### src/rtl/vga_pkg.sv
// Shared types and helpers for the VGA text path: screen constants, pixel and
// colour types, the motion state, and the bounce-at-edge axis step.
package vga_pkg;

   localparam int H_RES = 640;
   localparam int V_RES = 480;
   localparam int PIX_W = 10;

   typedef logic [PIX_W-1:0] pix_t;
   typedef logic [2:0]       rgb_t;

   typedef enum logic {
      PAUSE = 1'b0,
      RUN   = 1'b1
   } motion_state_t;

   typedef struct packed {
      pix_t pos;
      logic dir_neg;
   } axis_t;

   // One position update on one axis. Compares are done one bit wider than the
   // pixel type so pos+step can never wrap and slip past the limit.
   function automatic axis_t axis_step(input pix_t pos, input logic dir_neg,
                                       input pix_t limit, input pix_t step);
      logic [PIX_W:0] sum;
      axis_t          r;
      sum       = {1'b0, pos} + {1'b0, step};
      r.pos     = pos;
      r.dir_neg = dir_neg;
      if (!dir_neg) begin
         if (sum >= {1'b0, limit}) begin
            r.pos     = limit;
            r.dir_neg = 1'b1;
         end else begin
            r.pos = sum[PIX_W-1:0];
         end
      end else begin
         if ({1'b0, pos} <= {1'b0, step}) begin
            r.pos     = '0;
            r.dir_neg = 1'b0;
         end else begin
            r.pos = pos - step;
         end
      end
      return r;
   endfunction

   // Auto-cycle order 001 -> ... -> 111 -> 001; black is never produced.
   function automatic rgb_t rgb_advance(input rgb_t c);
      return (c == 3'b111 || c == 3'b000) ? 3'b001 : c + 3'b001;
   endfunction

endpackage

### src/rtl/vga_frame_tick.sv
// Frame-start detector: registers vsync and flags the first active sample of
// each vertical sync pulse, both as a same-cycle strobe and a registered tick.
module vga_frame_tick #(
   parameter logic VSYNC_POL = 1'b0
) (
   input  logic clk,
   input  logic reset,
   input  logic vsync,
   output logic frame_edge,
   output logic frame_tick
);

   logic vsync_q;

   assign frame_edge = (vsync == VSYNC_POL) && (vsync_q != VSYNC_POL);

   always_ff @(posedge clk or posedge reset) begin
      if (reset) begin
         vsync_q    <= ~VSYNC_POL;
         frame_tick <= 1'b0;
      end else begin
         vsync_q    <= vsync;
         frame_tick <= frame_edge;
      end
   end

endmodule

### src/rtl/vga_text_motion_ctrl.sv
// Frame-synchronous motion and colour control for the text block: bounces the
// block origin around the visible area and changes colour only at frame starts.
//
//   state | meaning
//   PAUSE | enable low; frame counter held at 0, position frozen
//   RUN   | enable high; frame counter runs, position moves on update
module vga_text_motion_ctrl
   import vga_pkg::*;
#(
   parameter int   H_RES     = vga_pkg::H_RES,
   parameter int   V_RES     = vga_pkg::V_RES,
   parameter int   TEXT_W    = 128,
   parameter int   TEXT_H    = 32,
   parameter int   STEP      = 2,
   parameter int   FRAME_DIV = 2,
   parameter int   X_INIT    = 256,
   parameter int   Y_INIT    = 224,
   parameter logic VSYNC_POL = 1'b0
) (
   input  logic clk,
   input  logic reset,
   input  logic vsync,
   input  logic enable,
   input  logic auto_color,
   input  rgb_t sw_rgb,
   output pix_t text_x,
   output pix_t text_y,
   output rgb_t rgb_sel,
   output logic frame_tick
);

   localparam int CNT_W = (FRAME_DIV > 1) ? $clog2(FRAME_DIV) : 1;
   localparam logic [CNT_W-1:0] CNT_LAST = CNT_W'(FRAME_DIV - 1);
   localparam pix_t X_MAX  = pix_t'(H_RES - TEXT_W);
   localparam pix_t Y_MAX  = pix_t'(V_RES - TEXT_H);
   localparam pix_t STEP_P = pix_t'(STEP);

   motion_state_t    state;
   logic [CNT_W-1:0] frame_cnt;
   logic [CNT_W-1:0] cnt_wrap;
   logic             frame_edge;
   logic             update;
   logic             dir_x_neg;
   logic             dir_y_neg;
   axis_t            x_next;
   axis_t            y_next;

   vga_frame_tick #(
      .VSYNC_POL (VSYNC_POL)
   ) u_frame_tick (
      .clk        (clk),
      .reset      (reset),
      .vsync      (vsync),
      .frame_edge (frame_edge),
      .frame_tick (frame_tick)
   );

   // Enable is used as sampled on the tick edge itself, so dropping it on that
   // edge suppresses the move even though the state still reads RUN.
   assign update   = frame_edge && enable && (frame_cnt == CNT_LAST);
   assign cnt_wrap = (frame_cnt == CNT_LAST) ? '0 : frame_cnt + CNT_W'(1);
   assign x_next   = axis_step(text_x, dir_x_neg, X_MAX, STEP_P);
   assign y_next   = axis_step(text_y, dir_y_neg, Y_MAX, STEP_P);

   always_ff @(posedge clk or posedge reset) begin
      if (reset) begin
         state     <= PAUSE;
         frame_cnt <= '0;
         text_x    <= pix_t'(X_INIT);
         text_y    <= pix_t'(Y_INIT);
         dir_x_neg <= 1'b0;
         dir_y_neg <= 1'b0;
         rgb_sel   <= 3'b111;
      end else begin
         state <= enable ? RUN : PAUSE;

         case (state)
            RUN: begin
               if (!enable)
                  frame_cnt <= '0;
               else if (frame_edge)
                  frame_cnt <= cnt_wrap;
            end
            PAUSE: begin
               if (enable && frame_edge)
                  frame_cnt <= cnt_wrap;
            end
            default: frame_cnt <= '0;
         endcase

         if (update) begin
            text_x    <= x_next.pos;
            dir_x_neg <= x_next.dir_neg;
            text_y    <= y_next.pos;
            dir_y_neg <= y_next.dir_neg;
         end

         if (frame_edge) begin
            if (!auto_color)
               rgb_sel <= sw_rgb;
            else if (rgb_sel == 3'b000 || update)
               rgb_sel <= rgb_advance(rgb_sel);
         end
      end
   end

endmodule

### config.mk
export PLATFORM = sky130hd
export DESIGN_NAME = vga_text_motion_ctrl
export DESIGN_NICKNAME = d
export VERILOG_FILES = /design/src/rtl/vga_pkg.sv /design/src/rtl/vga_frame_tick.sv /design/src/rtl/vga_text_motion_ctrl.sv
export SDC_FILE = /design/constraint.sdc
export NUM_CORES = 1
export LEC_CHECK = 0
export BUFFER_PORTS_ARGS = -buffer_cell sky130_fd_sc_hd__clkbuf_2
export CAP_MARGIN = 20
export CORE_ASPECT_RATIO = 0.7
export CORE_UTILIZATION = 57
export DETAILED_ROUTE_END_ITERATION = 12
export PLACE_DENSITY = 0.88
export SYNTH_ARGS = -nofsm -noshare
export SYNTH_HDL_FRONTEND = slang
export SYNTH_HIERARCHICAL = 1
export SYNTH_SLANG_ARGS = --single-unit
### constraint.sdc
create_clock -name clk -period 2.9 [get_ports clk]
set_clock_uncertainty 0.15 [all_clocks]
set_input_delay 0.145 -clock clk [delete_from_list [all_inputs] [get_ports clk]]
set_output_delay 0.145 -clock clk [all_outputs]
set_load 0.005 [all_outputs]
==> metrics list <==
- The run finished with clean final reports.
* Number of antenna cells inserted: 0
* Die Area: 3880 sq um
* Total negative slack: 0 ps
* Layout Cell Area excl Fill: 2300 sq um
* Total stage count of the critical path: 7
* Growth of design area from synthesis to finish: 11.3%
- The slowest stage of the critical path belongs to the cell dfrtp_1.
- Power density over the cells: ~660 nW/um^2
- Counting both buffers and inverters, the worst setup path holds a total of 0.
* Proportion of layout cells with a drive suffix above 1: 20.2%
- In this run the vertical extent of the chip is 52.4 microns.
* Kind of cell adding the most delay to the critical path: simple AND/OR/NAND/NOR gates
* Longest individual stage delay on the worst path: 490 ps
* Net count, final: around 300
* Portion of total power attributed to the clock network: between 10 and 15%
- Tot Pwr: 0.00151 W
- Critical setup path kind: flip-flop to flip-flop
* Fillers: 271
- Drt total wl: 4920 microns
- Starting Density: 62.7%
- Buffers inserted to repair hold after CTS numbered 4.
- Yosys warning total: 6
- The analysis attributes to cell leakage a power of roughly 1.0 nW.
* TritonCTS clock tree: yes
- Internal Power: 0.000861 W
- Number of flops mapped to enable cells by yosys: 0
- Dividing the detail-routed wire length by the instance count gives 15.2 microns.
- Die boundary width: 74.0 microns
- Based on the critical path, the design can be clocked at up to 444 MHz.
- Reg2reg start: text_y[1]
- At the worst endpoint, the required time is just under 3000 ps.
- First drt pass iteration count: 5
- Worst Setup EP: text_y[5]
- The cell area that synthesis handed to floorplanning was 2070 sq um.
* Min-Delay Path Class: input port to flip-flop
* Final global-route overflow total: 0
- Clock-pin slew reported for the worst setup and hold paths after clock tree synthesis: 100 ps
- At the pin with the least slew margin, the transition time is 744 ps.
- Synth Register Bits: 27
* Maximum ir drop on the vdd rail: between 0.4 and 0.5 mV
* Area taken by flip-flops and latches: 686 sq um
* Post-DP Area: 2190 sq um
- Cell depth of the worst hold path: 3
- Root cell of the clock tree: clkbuf_8
- The tool flagged a number of max-cap violations equal to 0.
- The congestion estimate from routability-driven global placement came to 0.989.
- Net switching is 43.1% of the power.
- Measured in cells, the most critical reg-to-reg path has a length of 7.
- Tracing the worst setup path back leads to its startpoint at text_y[1].
* Synthesized netlist cell count: 252
* Count of input and output buffers: 29
* Number of pins exceeding their max-slew limit in the final report: 0
- Number of antenna violations at the first check in global routing: 0
- Data arrival time of the critical path: 2310 ps
* Detailed Place HPWL: around 3500 microns
- Entering global routing, the biggest net connects 26 pins.
- CTS saw 27 sinks.
- CP endpoint kind: flip-flop
* Share of flip-flops with an asynchronous set or reset after synthesis: 100%
- Post-DR vias/cell: ~6.3
- Setup violations remaining at the end of the flow were counted as 0.
* Area share of the largest cell type after synthesis: 23.0%
- Most frequent cells after synthesis: o21ai_0 (29), nand2_1 (23), nor2_1 (23)
- Main area contributors after synthesis: dfrtp_1 (23%), dfstp_2 (10%), o21ai_0 (7.0%)
- In the post-synthesis netlist, the cell with the most instances is o21ai_0.
- Initial detailed-routing violation count: 171
- The via count of the first global-routing pass came to 1732.
- The share of total power dissipated in sequential elements is a little over two fifths.
- Number of distinct library cells after synthesis: 55
- Clock latency at the later pin of the worst-skew pair: about 280 ps
* Final Non-Filler Cells: 324
- After synthesis, flip-flops and latches occupy about a third of the total area.
* Top Ports: 32
- Counting I/O delays and the setup requirement, the final critical path takes 2250 ps.
* CP Max Fanout: 9
- RSZ-0062 raised after global routing: no
* Crit-path cells: ha_1, and4_1, nor2_1, nor3_2, o32ai_4, a221oi_2, a21oi_1
* Placed Instances: 315
* Cell type with the highest aggregate area in the netlist: dfrtp_1
- Mapped Avg Cell Area: 8.21 sq um
* Reg-to-reg critical path endpoint: text_y[5]
* First-pass GRT wire length: 8270 microns
* Slew margin rel.: around 50%
* Post-CTS Repair Setup Buffers: 0
- In this run the power spent charging and discharging nets is 0.000652 W.
- Area used by multi-input combinational logic: approximately 1200 sq um
- Number of nets with antenna violations after routing: 0
- CTS built an H-tree with a depth of 1.
- Total count of hold-check failures in the final report: 0
* Setup slack on the worst flop-to-flop path: around 650 ps
- Detailed routing inserted a total of 2034 vias.
- Post-cts repair resize count: 0
- Fraction of power consumed by combinational cells: 42.7%
- The region available for standard cell placement spans 3300 sq um.
* Detailed-route DRC error count: 0
- Period utilisation layout: 77.7%
- Clock buffer count from CTS: 3
- Final core area utilization: 69.8%
- Number of cell rows: 17
* Commonest register cell after synthesis: dfrtp_1
- For this run, the total global-route usage over all layers was measured as 28.1%.
* Clk buf depth: 2
- Startpoint type of the worst setup path: flip-flop
==> area by class of cell <==
cell class                 count  share of cell area [%]
tap                           47                    2.55
multi-input combinational    196                    53.2
clock inverter                 1                   0.326
timing repair buffer          37                    10.2
clock buffer                   3                    1.79
inverter                      13                    2.12
sequential                    27                    29.8
==> layout by cell type, fill, tap and decap left out, drive strengths merged, types with 5 or more instances in the layout <==
| cell | n |
|---|---|
| nor3 | 8 |
| and3 | 7 |
| o31ai | 5 |
| dfrtp | 19 |
| a21oi | 14 |
| nor2 | 23 |
| o21ai | 32 |
| nand3 | 15 |
| ha | 8 |
| nand2 | 23 |
| inv | 13 |
| nand4 | 6 |
| clkbuf | 32 |
| dfstp | 8 |
==> state kept, by name, indices dropped and copies added (netlist names) <==
| signal | cells |
|---|---|
| text_x | 9 |
| text_y | 9 |
| rgb_sel | 3 |
| dir_x_neg | 1 |
| dir_y_neg | 1 |
| frame_cnt | 1 |
| state | 1 |
| u_frame_tick/frame_tick | 1 |
| u_frame_tick/vsync_q | 1 |
==> worst min path at each step <==
stage	startpoint	end
final	sw_rgb[2]	rgb_sel[2]
after global routing	sw_rgb[2]	rgb_sel[2]
after CTS	sw_rgb[2]	rgb_sel[2]
after detailed placement	reset	u_frame_tick/frame_tick
after global placement	reset	u_frame_tick/frame_tick
after floorplan	reset	u_frame_tick/frame_tick
==> power by group through the flow <==
stage / Clock (W) / Combinational [W] / Sequential [W]
global placement: 0 / 0.000607 / 0.000648
global route: 0.000242 / 0.000738 / 0.000671
floorplan: 0 / 0.000495 / 0.000605
detailed placement: 0 / 0.000625 / 0.000653
CTS: 0.000228 / 0.000640 / 0.000646
finish: 0.000222 / 0.000646 / 0.000645
==> kinds of logic (layout without fill, tap and decap cells) <==
group	Yosys count	count (layout)	share of synthesized area [%]
fa+ha+maj	8	8	4.84
buf+inv	30	54	7.80
compound gates	79	79	25.2
mux	4	4	2.54
flops	27	27	33.2
simple gates	103	103	26.3
other cells	1	2	0.181
==> worst register-to-register path, stage by stage (launching register included) <==
cell	delay, ps
dfrtp_1	490
ha_1	270
and4_1	350
nor2_1	80
nor3_2	280
o32ai_4	170
a221oi_2	300
a21oi_1	100
==> layer usage <==
layer | wire (microns) | vias to the layer above | global-route usage (%)
met2 | 2120 | 102 | 40.5
met3 | 432 | 4 | 4.81
met5 | 0 | - | 0
li1 | - | 978 | -
met4 | 25 | 0 | 6.73
met1 | 2340 | 950 | 43.2
==> stage by stage <==
step / setup slack [ps] / hold slack (ps)
6_report: 646 / 5.80
3_3_place_gp: 754 / -162
3_5_place_dp: 671 / -155
4_1_cts: 666 / 13.1
5_1_grt: 413 / 6.50
2_1_floorplan: 835 / -265
(Power assumes the default switching activity.)
